<file path="src/rtl/word_serializer.sv">
// Parallel-to-serial word feeder: valid/ready word input, MSB-first bit stream with pause and sent-word counter.
// Optional macro SER_BACK_TO_BACK_EN lets the next word load on the last bit edge for gap-free streaming.
module word_serializer #(
    parameter int WIDTH = 16,
    parameter int CNT_W = 16
) (
    input  logic             clk,
    input  logic             rst,
    input  logic [WIDTH-1:0] in_data,
    input  logic             in_valid,
    output logic             in_ready,
    input  logic             pause,
    output logic             bit_out,
    output logic             bit_valid,
    output logic             bit_last,
    output logic             busy,
    output logic [CNT_W-1:0] words_sent
);

    localparam int CW = (WIDTH > 2) ? $clog2(WIDTH) : 1;
    localparam logic [CW-1:0] CNT_MAX = CW'(WIDTH - 1);

    typedef enum logic {
        IDLE,
        SHIFT
    } state_t;

    state_t           state_q, state_d;
    logic [WIDTH-1:0] shreg_q, shreg_d;
    logic [CW-1:0]    cnt_q, cnt_d;
    logic [CNT_W-1:0] words_q, words_d;

    logic lastBit;
    logic handshake;

    assign lastBit = (state_q == SHIFT) && (cnt_q == '0);

    // Reset gates in_ready so nothing is accepted while the block is being cleared.
`ifdef SER_BACK_TO_BACK_EN
    assign in_ready = !rst && ((state_q == IDLE) || (lastBit && !pause));
`else
    assign in_ready = !rst && (state_q == IDLE);
`endif

    assign handshake = in_valid && in_ready;

    always_comb begin
        state_d = state_q;
        shreg_d = shreg_q;
        cnt_d   = cnt_q;
        words_d = words_q;
        case (state_q)
            IDLE: begin
                if (handshake) begin
                    shreg_d = in_data;
                    cnt_d   = CNT_MAX;
                    state_d = SHIFT;
                end
            end
            SHIFT: begin
                if (!pause) begin
                    shreg_d = shreg_q << 1;
                    cnt_d   = cnt_q - 1'b1;
                    // handshake can only be true here in back-to-back builds
                    if (cnt_q == '0) begin
                        words_d = words_q + 1'b1;
                        if (handshake) begin
                            shreg_d = in_data;
                            cnt_d   = CNT_MAX;
                        end else begin
                            cnt_d   = '0;
                            state_d = IDLE;
                        end
                    end
                end
            end
            default: state_d = IDLE;
        endcase
    end

    always_ff @(posedge clk) begin
        if (rst) begin
            state_q <= IDLE;
            shreg_q <= '0;
            cnt_q   <= '0;
            words_q <= '0;
        end else begin
            state_q <= state_d;
            shreg_q <= shreg_d;
            cnt_q   <= cnt_d;
            words_q <= words_d;
        end
    end

    assign bit_out    = shreg_q[WIDTH-1];
    assign bit_valid  = (state_q == SHIFT) && !pause;
    assign bit_last   = lastBit && !pause;
    assign busy       = (state_q == SHIFT);
    assign words_sent = words_q;

endmodule

</file>
<file path="config.mk">
export PLATFORM = sky130hd
export DESIGN_NAME = word_serializer
export DESIGN_NICKNAME = d
export VERILOG_FILES = /design/src/rtl/word_serializer.sv
export SDC_FILE = /design/constraint.sdc
export NUM_CORES = 1
export LEC_CHECK = 0
export CORE_ASPECT_RATIO = 0.75
export CORE_MARGIN = 10
export CORE_UTILIZATION = 49
export DETAILED_ROUTE_END_ITERATION = 8
export PLACE_DENSITY = 0.79
export SETUP_SLACK_MARGIN = 0.2
export SYNTH_ARGS = -nofsm -noshare
export SYNTH_HDL_FRONTEND = slang
export SYNTH_SLANG_ARGS = --single-unit
</file>
<file path="constraint.sdc">
create_clock -name clk -period 2.15 [get_ports clk]
set_input_delay 0.215 -clock clk [delete_from_list [all_inputs] [get_ports clk]]
set_output_delay 0.215 -clock clk [all_outputs]
set_load 0.005 [all_outputs]
</file>
==> flow_summary.toml, run 1 <==
[drt]
wl_mm = 4.15
postRouteAntennaNets = 0
route.detailed.drc = 0
post_drt_wl_per_cell_um = 14.7
drtPass1Iterations = 4
drt_iter0_drc = 123
route.vias.total = 1574
viasPerCell = 5.58

[worst_hold_path]
min_path_type = "flip-flop to flip-flop"
hp-start = "words_sent[15]"

[clock_network]
clock-sinks = 37
cts_inserted_buffers = 5
clkTransAtPathRegs_ps = 70
root_buffer = "clkbuf_8"
clockBufferDepth = 2
htree_levels = 2
clock_latency_ps = 290
cts_tree = "built"
cts_hold_buf = 0

[floorplanning]
fp.dieH_um = 71.4
boundaryPins = 41
die-area_um2 = 6310
die_w_um = 88.5
start_util_pct = 51.7
row_count = 18
design.core.area_um2 = 3330

[timing]
tightest_slew_ps = 526
clock_skew_ps = 7.09
rsz0062_at_grt = "no"
period_share_pct = 86.6
hold_viol_final = 0
setup_viol = 0
tns_ps = 0
final_max_slew_viol_count = 0
fmax_mhz = 537
layout_min_cycle_time_ps = 1860
slew_headroom_pct = 64.5

[synthesis]
yosysSeqAreaShare_pct = 43.0
netlist_area_um2 = 1720
syn_area_per_cell_um2 = 8.88
synthCells = 194
synth_seq_cells = 37
syn_nets = 216
ys_types = 37
yosys_warnings = 0

[power_and_ir_drop]
power_density_nw_per_um2 = 640
total_power_uw = 1480
ir_worst_vdd_uv = 388
leakage_uw = 0.000828

[setup_path]
crit_type = "input port to flip-flop"
arrival_ps = 2080
setup.worst_path.start = "pause"
cpLargestDelayFamily = "simple AND/OR/NAND/NOR gates"
end_kind = "flip-flop"
cp.buffers_inverters = 1
path_cells = "clkdlybuf4s50_1 > nand2b_1 > or4_4 > or4_1 > a21oi_1"
required_ps = 2370
path_max_fanout = 9
slowest_stage = "or4_4"
start_kind = "input port"
r2r-start = "words_sent[2]"
max_stage_delay_ps = 610

[global_route]
grt_max_degree = 39
grt_first_pass_wirelength_mm = 6.85
grt_util_met1_pct = 16.8
grt_pass1_vias = 1488
grt_busiest_layer = "met2"
grt_usage_pct = 13.2
grt_use_met2_pct = 20.0
grt_overflow = 0
grt_use_met3_pct = 4.18
grt_antenna_before_repair = 0

[outcome]
outcome = "finished, final reports clean"

[place]
gp_congestion = 0.797
hpwl_mm = 2.94
port_buffers = 40

[cells_and_area]
final_common_cell = "clkdlybuf4s50_1"
syn_to_final_growth_pct = 34.3
finalNetCount = 263
drive_gt1_share_pct = 10.3
layout_common_cells = "clkdlybuf4s50_1 (39), dfxtp_1 (36), nor2_1 (28), mux2i_1 (16), a211oi_1 (15)"
antennaDiodeCount = 0

[run]
maxCapViolCount = 0
## power by group
part	switching (µW)	internal (µW)	total, µW
logic	122	138	260
registers	29.1	726	755
clock network	240	225	465
## cells by family after synthesis
logic type      Yosys count  share of synthesized area (%)
mux                      17                           9.95
simple gates             75                           23.4
xor+xnor                  8                           4.07
fa+ha+maj                 2                           1.45
compound gates           40                           14.4
buf+inv                  15                           3.78
flops                    37                           43.0
## path summary, 6_finish.rpt
check	to	slack [ps]	cells past startpoint
hold / removal	words_sent[15]	490	2
hold reg to reg	words_sent[15]	490	2
setup / recovery	words_sent[14]	290	5
setup reg to reg	words_sent[14]	360	4
## registers in the layout, summed over array words and instances, names as in the netlist
| register | count |
|---|---|
| shreg_q | 16 |
| cnt_q | 4 |
| busy | 1 |
| words_sent | 16 |
## cells in the mapped netlist (all sizes together)
cell type	instances	area, µm²
nor3	4	20.0
nor3b	1	7.51
or4b	1	10.0
or3b	1	8.76
nand4	5	31.3
nand3b	3	22.5
nand2	7	26.3
and4	1	8.76
nand3	5	25.0
o21ai	11	55.1
ha	2	25.0
xor2	3	26.3
a211oi	15	113
inv	4	15.0
nand4bb	1	11.3
or4	5	41.3
nor4bb	1	10.0
or3	3	18.8
a21o	1	7.51
a21oi	10	50.1
buf	4	23.8
o31ai	3	22.5
nand2b	1	6.26
nand4b	1	8.76
nor2b	1	6.26
xnor2	5	43.8
clkbuf	7	26.3
nor2	30	113
nor4	2	12.5
mux2	1	11.3
and2	1	6.26
and3b	1	8.76
mux2i	16	160
dfxtp	37	741
## area by class of cell
cell class / instances / area, µm²
multi-input combinational: 142 / 930
fill: 273 / 1020
inverter: 4 / 15.0
sequential: 37 / 742
timing repair buffer: 51 / 494
clock buffer: 6 / 72.6
clock inverter: 2 / 10.0
tap: 40 / 50.0
## per-layer routing
layer	part of all wire (%)	wire length (µm)
met1	45	1880
met2	45	1870
met3	8.0	332
met4	1.5	64
met5	0	0
## repair_timing
action / CTS / global route
pin swaps: 0 / 1
setup endpoints to repair: 2 / 7
resized for setup: 3 / 3
setup buffers: 0 / 0
## stage by stage
step                      area [µm²]  worst slack [ps]  cells  hold WS (ps)  utilization, %
final                           2310               288    282           493            69.4
after global routing            2310               207    282           503            69.4
after CTS                       2300               238    282           490            69.1
after detailed placement        2220              8.59    274           477            66.6
after global placement          2220              47.0    274           473            66.6
after floorplan                 1720               256    194           381               -
## worst min-delay path, delay by kind of cell, from the launching register on
family	cells	cell delay, ps
DFF	1	320
AOI/OAI and AO/OA	2	130
(Power assumes the default switching activity.)
==> inputs of run 2 (changes only) <==
PLACE_DENSITY = 0.87   (was 0.79)
==> flow_summary.toml, run 2 (synthesis gave the netlist of run 1 again) <==
[timing]
fin_ws_ps = 244
hold_viol_final = 0
tns_ps = 0
tightest_slew_ps = 517
slew_headroom_pct = 65.1
clock_skew_ps = 9.11
fmax_mhz = 525
rsz0062_at_grt = "yes"
final_max_slew_viol_count = 0
period_share_pct = 88.7
layout_min_cycle_time_ps = 1910
setup_viol = 0

[clock_network]
root_buffer = "clkbuf_8"
clock-sinks = 37
cts_tree = "built"
clkTransAtPathRegs_ps = 70
clock_latency_ps = 280
clockBufferDepth = 2
cts_inserted_buffers = 5
cts_setup_buffers = 0
cts_hold_buf = 0
htree_levels = 2

[global_route]
grt_overflow = 0
grt_antenna_before_repair = 0
grt_usage_pct = 13.9
grt_max_degree = 39
grt_first_pass_wirelength_mm = 7.09
grt_pass1_vias = 1488

[drt]
route.vias.total = 1578
postRouteAntennaNets = 0
post_drt_wl_per_cell_um = 15.3
wl_mm = 4.30
viasPerCell = 5.62
drtPass1Iterations = 5
drt_iter0_drc = 174
route.detailed.drc = 0

[outcome]
outcome = "finished, final reports clean"

[cells_and_area]
fill_cells = 264
multi_input_area_um2 = 927
final_common_cell = "clkdlybuf4s50_1"
drive_gt1_share_pct = 9.96
layout_common_cells = "clkdlybuf4s50_1 (39), dfxtp_1 (36), nor2_1 (29), mux2i_1 (16), a211oi_1 (15)"
final_area_um2 = 2320
syn_to_final_growth_pct = 34.8
antennaDiodeCount = 0
regArea_um2 = 742
final_cells = 281
finalNetCount = 262

[place]
gp_congestion = 0.798
preCtsSetupSlack_ps = -24.1
dp.cells = 273
port_buffers = 40
post_dp_cell_area_um2 = 2210
hpwl_mm = 3.11

[setup_path]
required_ps = 2370
start_kind = "input port"
reg2reg_depth = 4
arrival_ps = 2120
end_kind = "flip-flop"
crit_type = "input port to flip-flop"
path_max_fanout = 12

[floorplanning]
boundaryPins = 41
start_util_pct = 51.7
design.core.area_um2 = 3330
die-area_um2 = 6310
fp.dieH_um = 71.4
die_w_um = 88.5
row_count = 18

[worst_hold_path]
min_path_cells = 2
min_path_type = "flip-flop to flip-flop"

[power_and_ir_drop]
ir_worst_vdd_uv = 476
power_density_nw_per_um2 = 665
total_power_uw = 1540
leakage_uw = 0.000836

[run]
maxCapViolCount = 0
## run 2: report_power, final
part           switching [µW]  internal, µW
logic                     122           139
registers                33.9           727
clock network             234           290
total                     390          1160
## run 2: metrics by stage
stage          hold slack [ps]  util, %
2_1_floorplan              381        -
3_3_place_gp               463     66.3
3_5_place_dp               485     66.3
4_1_cts                    495     69.5
5_1_grt                    519     69.7
6_report                   495     69.7
## run 2: cell type report
type	count	share of cell area, %
clock inverter	1	0.216
sequential	37	32.0
multi-input combinational	142	39.9
timing repair buffer	50	21.0
inverter	4	0.647
tap	40	2.16
clock buffer	7	4.15
## run 2: routing by layer
layer,routed length (µm),global-route usage [%],up-vias
li1,-,-,795
met1,2000,17.3,756
met2,2050,22.0,22
met3,196,4.41,5
met4,53,4.83,0
met5,0,0,-
## run 2: worst paths after layout
path / to / slack, ps / startpoint
worst max register to register: words_sent[14] / 290 / busy
worst min-delay path: shreg_q[0] / 490 / shreg_q[0]
worst min register to register: shreg_q[0] / 490 / shreg_q[0]
worst max-delay path: words_sent[14] / 240 / pause
## run 2: worst max-delay path, stage by stage
cell	delay [ps]
clkdlybuf4s50_1	420
nand2b_1	170
or4_4	610
or4_1	530
a21oi_1	160
## run 2: repair_timing
item                                    in CTS  in global routing
resized for setup                            3                  2
pin swaps                                    0                  1
endpoints found under the setup margin       2                  5
==> inputs of run 3 (changes only) <==
CAP_MARGIN = 20   (was unset)
REMOVE_ABC_BUFFERS = 1   (was unset)
==> flow_summary.toml, run 3 (synthesis gave the netlist of run 1 again) <==
[global_route]
grt_overflow = 0
grt_max_degree = 39
grt_first_pass_wirelength_mm = 7.52
grt_antenna_before_repair = 0
grt_usage_pct = 14.9
grt_pass1_vias = 1548

[floorplanning]
boundaryPins = 41
fp.dieH_um = 71.4
start_util_pct = 51.7
design.core.area_um2 = 3330
die-area_um2 = 6310
row_count = 18
die_w_um = 88.5

[cells_and_area]
syn_to_final_growth_pct = 37.8
drive_gt1_share_pct = 11.1
antennaDiodeCount = 0
fill_cells = 264
finalNetCount = 264
layout_common_cells = "clkdlybuf4s50_1 (38), dfxtp_1 (35), nor2_1 (29), mux2i_1 (16), a211oi_1 (15)"
multi_input_area_um2 = 927
final_area_um2 = 2370
regArea_um2 = 743
final_common_cell = "clkdlybuf4s50_1"

[setup_path]
slowest_stage = "or4_4"
end_kind = "flip-flop"
path_cells = "clkdlybuf4s50_1 > nand2b_1 > or4_4 > or4b_1 > a21oi_1"
start_kind = "input port"
required_ps = 2370
path_max_fanout = 8
max_stage_delay_ps = 590
crit_type = "input port to flip-flop"
arrival_ps = 2110

[clock_network]
cts_tree = "built"
cts_hold_buf = 0
htree_levels = 2
clockBufferDepth = 2
clkTransAtPathRegs_ps = 70
root_buffer = "clkbuf_8"
clock_latency_ps = 290
clock-sinks = 37
cts_inserted_buffers = 5

[drt]
route.vias.total = 1624
post_drt_wl_per_cell_um = 15.5
drt_iter0_drc = 88
route.detailed.drc = 0
drtPass1Iterations = 4
postRouteAntennaNets = 0
viasPerCell = 5.74
wl_mm = 4.39

[timing]
clock_skew_ps = 6.84
slew_headroom_pct = 69.6
rsz0062_at_grt = "no"
hold_viol_final = 0
final_max_slew_viol_count = 0
fmax_mhz = 529
period_share_pct = 88.0
setup_viol = 0
tightest_slew_ps = 449
whs_ps = 498
fin_ws_ps = 259
layout_min_cycle_time_ps = 1890

[power_and_ir_drop]
leakage_uw = 0.000875
intPower_uw = 1330
ir_worst_vdd_uv = 496
pwr-share-seq_pct = 43.3
p_comb_share_pct = 15.5
p_sw_uw = 410
p_sw_share_pct = 23.6
pwr-share-clk_pct = 41.2
power_density_nw_per_um2 = 732

[place]
hpwl_mm = 3.07
post_dp_cell_area_um2 = 2230
preCtsSetupSlack_ps = -50.3
gp_congestion = 0.778
port_buffers = 40

[outcome]
outcome = "finished, final reports clean"

[worst_hold_path]
min_path_type = "flip-flop to flip-flop"

[run]
maxCapViolCount = 0
## run 3: metrics by stage
stage,TNS (ps),cells,util [%],total power (µW)
2_1_floorplan,-2160,183,-,901
3_3_place_gp,0,275,66.8,1020
3_5_place_dp,-95.5,275,66.8,1030
4_1_cts,0,283,70.9,1740
5_1_grt,0,283,71.2,1820
6_report,0,283,71.2,1740
## run 3: power by group through the flow
| stage | clock, µW | combinational (µW) | sequential, µW |
|---|---|---|---|
| 4_1_cts | 724 | 269 | 752 |
| 2_1_floorplan | 0 | 127 | 774 |
| 3_5_place_dp | 0 | 262 | 767 |
| 6_report | 715 | 269 | 753 |
| 5_1_grt | 763 | 302 | 758 |
| 3_3_place_gp | 0 | 252 | 765 |
## run 3: path summary, 6_finish.rpt
kind                            slack [ps]        endpoint            from  cells past startpoint
worst max-delay path                   260  words_sent[11]           pause                      5
worst min register to register         500  words_sent[15]  words_sent[15]                      2
worst min-delay path                   500  words_sent[15]  words_sent[15]                      2
worst max register to register         260  words_sent[11]   words_sent[6]                      4
## run 3: worst max-delay path: cells and delay by family
family	cells	cell delay (ps)
AND/OR/NAND/NOR	3	1280
AO/OA/AOI/OAI	1	160
buffers and inverters	1	450
## run 3: cell type report
class / count / area share (%)
multi-input cells: 142 / 39.1
clock inverters: 3 / 2.74
well taps: 40 / 2.11
repair buffers: 52 / 21.2
flip-flops and latches: 37 / 31.3
clock buffers: 5 / 2.90
inverters: 4 / 0.633
## run 3: layer usage
layer | GRT usage [%] | vias to the layer above | share of wire, %
met3 | 5.76 | 7 | 5.9
met2 | 24.7 | 49 | 51
li1 | - | 811 | -
met5 | 0 | - | 0
met1 | 16.9 | 757 | 42
met4 | 5.55 | 0 | 1.3
## run 3: what timing repair did
| action | in CTS | in global routing |
|---|---|---|
| setup buffers | 0 | 0 |
| resized for setup | 3 | 4 |
| endpoints found under the setup margin | 1 | 7 |
==> edit 1, RTL diff (settings of run 2) <==
Take the reset off `shreg_q` and `words_q` and load them in a clocked block of their own.
--- a/src/rtl/word_serializer.sv
+++ b/src/rtl/word_serializer.sv
@@ -83,11 +83,12 @@
             state_q <= IDLE;
-            shreg_q <= '0;
             cnt_q   <= '0;
-            words_q <= '0;
         end else begin
             state_q <= state_d;
-            shreg_q <= shreg_d;
             cnt_q   <= cnt_d;
-            words_q <= words_d;
         end
+    end
+
+    always_ff @(posedge clk) begin
+        shreg_q <= shreg_d;
+        words_q <= words_d;
     end
Behaviour: differs if rst is asserted again (counterexample within 4 cycles, from zero or initial values and one cycle with rst high); with rst held inactive, the same outputs for 10 cycles.
==> edit 1 against run 2 <==
  * Setup slack worse by 0.030 ns
  * Total power rose by 1.0%
  * Area after synthesis increased by 3.5%
  * Routed wire length decreased by 12%
  * Clock power fell by 13%
  * Register-to-register slack better by 0.09 ns
  * Final area increased by 0.97%
  * Sequential cell count did not move
  * Highest routed layer unchanged
  * Fmax fell by 1.6%
  * Critical path type is now reg -> out
  * Largest power group unchanged
==> edit 1: results (changes against run 2) <==
worst_setup_path:
  path_max_fanout: 4  # -8
  worstPathArrival_ns: 1.72  # -0.40 ns
  slowest_stage: "clkdlybuf4s50_1"
  crit_path_max_incr_delay_ns: 0.50  # -0.11 ns
layout:
  final_nets: 194  # -26%
  seqCellArea_um2: 1060  # +43%
  clk_share_pct: 3.42  # -0.95 points
  inverters: 7  # +3
  multi_input_area_share_pct: 29.1  # -11 points
  signal_buffer_area_fraction_pct: 18.4  # -2.6 points
  num-multi-input-gates: 77  # -46%
power:
  vdd_drop_max_v: 0.000324  # -32%
  p_int_mw: 1.20  # +4.0%
  pg_comb_mw: 0.225  # -14%
  seq_power_share_pct: 56.2  # +7.0 points
  netSwitchingFraction_pct: 23.0  # -2.2 points
global_route:
  grt_util_met3_pct: 3.46  # -0.95 points
  grt_pass1_wl_mm: 6.23  # -12%
  first_global_vias: 1202  # -19%
  met2_usage_pct: 21.4  # -0.58 points
  grt_max_degree: 20  # -49%
  grtUsageMet1_pct: 14.5  # -2.8 points
drt:
  dr_wl_met3_um: 165  # -16%
  wl_met2_mm: 2.01  # -2.3%
  wl_mm: 3.80  # -12%
  drtIter0Drc: 52  # -70%
  vias_per_cell: 5.13  # -8.6%
placement:
  placed_cell_area_um2: 2250  # +2.0%
  place_congestion: 0.878  # +10%
status:
  outcome: "finished clean"
synthesis:
  synth-xor-area-share_pct: 6.88  # +2.8 points
  synthCells: 124  # -36%
  ys.flop_type: "edfxtp_1"
  synth.area.top_cells: "edfxtp_1 (54%), mux2_2 (9.5%), dfxtp_1 (5.6%)"
  syn-num-nets: 146  # -32%
  synth_fa_ha_area_share_pct: 1.40  # -0.049 points
  synth_mux_area_share_pct: 9.47  # -0.48 points
timing:
  finClkSkew_ns: 0.00364  # -0.00546 ns
[edit 1: changes by cell type after synthesis, moves of 14 or more]
cell             run 2  this run
a211oi_1            15         0
dfxtp_1             37         5
edfxtp_1             0        32
mux2_2               1        15
mux2i_1             16         0
nor2_1              30         3
[edit 1: final timing paths]
path	start	to	slack, ns	cells after the start
worst max-delay path	cnt_q[0]$_SDFFE_PP0P_	bit_last	0.21	5
worst min-delay path	cnt_q[0]$_SDFFE_PP0P_	cnt_q[0]$_SDFFE_PP0P_	0.48	1
worst max register to register	words_sent[0]$_DFFE_PP_	words_sent[14]$_DFFE_PP_	0.38	4
worst min register to register	cnt_q[0]$_SDFFE_PP0P_	cnt_q[0]$_SDFFE_PP0P_	0.48	1
[edit 1: repair_timing]
action | CTS | global route
buffers inserted | 0 | 0
resized for setup | 2 | 2
endpoints found under the setup margin | 1 | 2
cloned | 0 | 0
==> edit 2, RTL diff (flow settings as in run 2) <==
Made on the original files. Change the parameter `CNT_W` from 16 to 32.
--- a/src/rtl/word_serializer.sv
+++ b/src/rtl/word_serializer.sv
@@ -4,3 +4,3 @@
     parameter int WIDTH = 16,
-    parameter int CNT_W = 16
+    parameter int CNT_W = 32
 ) (
Ports: changed (resized words_sent); port bits go from 41 to 57. The function was not compared with the original's and may differ.
==> edit 2 against run 2 <==
  * First-iteration DRC count down 21%
  * Sequential cell count increased by 16
  * Highest routed layer unchanged
  * Clock skew shrank 0.0017 ns
  * Area after synthesis increased by 45%
  * Routed wire length grew 55%
  * Die area is 33% higher
  * Critical path type is now reg -> reg
  * Sequential power increased by 38%
  * Fmax shrank 10%
  * Count of clock-buffer cells in the layout fell by 2
  * Setup slack worse by 0.22 ns
  * Combinational power up 12%
  * Total power increased by 20%
  * Critical path depth grew 3
  * Final area is 46% higher
==> edit 2: results (changes against run 2) <==
global_route:
  antenna_found_initial: 0  # unchanged
  first_global_vias: 2184  # +47%
  grt_usage_pct: 15.2  # +1.4 points
  grt_max_degree: 55  # +41%
  grt_pass1_wl_mm: 10.4  # +47%
timing:
  fin_setup_tns_ns: 0  # unchanged
  finClkSkew_ns: 0.00742  # -0.00168 ns
  finalCritPeriodShare_pct: 98.9  # +10 points
  tightest_slew_ns: 0.580  # +0.0632 ns
  whs_ns: 0.489  # -0.00603 ns
drt:
  vias_per_cell: 5.77  # +2.8%
  wl_mm: 6.65  # +55%
  firstDrtPassIters: 4  # -1
  drtIter0Drc: 137  # -21%
synthesis:
  syn-num-nets: 310  # +44%
  synth_cell_types: 38  # +2.7%
  synth_top_area_share_pct: 42.5  # -0.46 points
  ys_seq_area_share_pct: 42.5  # -0.46 points
  ys_warn_count: 0  # unchanged
  synthCells: 288  # +48%
  synth.area.top_cells: "dfxtp_1 (43%), mux2i_1 (6.0%), or4_1 (5.7%)"
  synthTopCellsByCount: "dfxtp_1 (53), nor2_1 (30), a21oi_1 (25), or4_1 (19), clkbuf_1 (17)"
  synthArstFlopShare_pct: 0  # unchanged
layout:
  signal_buffer_area_fraction_pct: 22.0  # +1.1 points
  layoutNonFillerInstCount: 411  # +46%
  fillers: 354  # +34%
  nonClockBufferCount: 77  # +54%
  final_nets: 374  # +43%
  multi_input_area_share_pct: 40.8  # +0.90 points
  num-multi-input-gates: 208  # +46%
  nClkBuffers: 5  # -2
  inverters: 7  # +3
  diodes: 0  # unchanged
  clk_share_pct: 2.17  # -2.2 points
  drive_above_1_share_pct: 16.5  # +6.6 points
  seq_area_share_pct: 32.0  # about the same
placement:
  dp_cells: 398  # +46%
  io_buffer_count: 56  # +40%
  place_congestion: 0.798  # about the same
  pre_cts_ws_ns: -0.00128  # +0.0228 ns
  hpwl_mm: 4.62  # +48%
  placed_cell_area_um2: 3200  # +45%
power:
  p_leak_nw: 1.17  # +39%
  vdd_drop_max_v: 0.000313  # -34%
  cellPowerDensity_nw_per_um2: 547  # -18%
clock_tree:
  cts.sink_count: 53  # +43%
  cts_buffer_depth: 2  # unchanged
  path_clk_slew_ns: 0.09  # +0.02 ns
  clk_latency_ns: 0.30  # +0.02 ns
  h-tree-depth: 2  # unchanged
worst_setup_path:
  worstPathArrival_ns: 2.29  # +0.17 ns
  r2r_slack_ns: 0.02  # -0.27 ns
  critPathTopFamily: "simple AND/OR/NAND/NOR gates"
  crit_path_max_incr_delay_ns: 0.56  # -0.05 ns
  path_max_fanout: 6  # -6
status:
  outcome: "finished clean"
floorplan:
  fp.dieW_um: 102  # +16%
hold_path:
  min_path_type: "reg -> reg"
[edit 2: cell count changes in the layout (fill, tap and decap cells not counted), moves of 5 or more]
cell             delta
a21oi_1            +13
buf_4               +8
clkdlybuf4s50_1    +15
dfxtp_1             +5
dfxtp_2             +7
nand2_1             +8
o31ai_1            +13
or4_1              +12
[edit 2: repair_timing]
action                     in CTS  in global routing
setup endpoints to repair      20                 21
buffers inserted                5                  2
pin swaps                       4                  3
hold buffers                    0                  0
gates resized for setup        11                 12
hold endpoints to repair        0                  0
[edit 2: logic make-up after synthesis]
kind of cell / Yosys count / synth area share [%]
and+or+nand+nor: 111 / 25.1
AOI/OAI and AO/OA: 70 / 17.6
DFF: 53 / 42.5
buffers and inverters: 27 / 4.11
muxes: 16 / 6.47
xor gates and xnor gates: 9 / 3.16
adders and majority gates: 2 / 1.00
[edit 2: final timing paths]
kind                                  to  cells past startpoint                         from
max reg2reg   words_sent[9]$_SDFFE_PP0P_                      8        cnt_q[1]$_SDFFE_PP0P_
min reg2reg  words_sent[31]$_SDFFE_PP0P_                      2  words_sent[31]$_SDFFE_PP0P_
max           words_sent[9]$_SDFFE_PP0P_                      8        cnt_q[1]$_SDFFE_PP0P_
min          words_sent[31]$_SDFFE_PP0P_                      2  words_sent[31]$_SDFFE_PP0P_
[edit 2: where the power goes]
part,leakage [nW],total [mW],switching (mW),internal (mW)
clock,0.0399,0.515,0.300,0.215
sequential,0.438,1.05,0.0293,1.02
combinational,0.688,0.293,0.136,0.157
total,1.17,1.86,0.465,1.39
[edit 2: routing by layer]
layer	track usage, %	routed length (um)	vias up
met5	0	0	-
met4	3.79	42	0
met3	3.78	350	5
met2	25.7	3330	49
met1	19.2	2930	1127
li1	-	-	1192
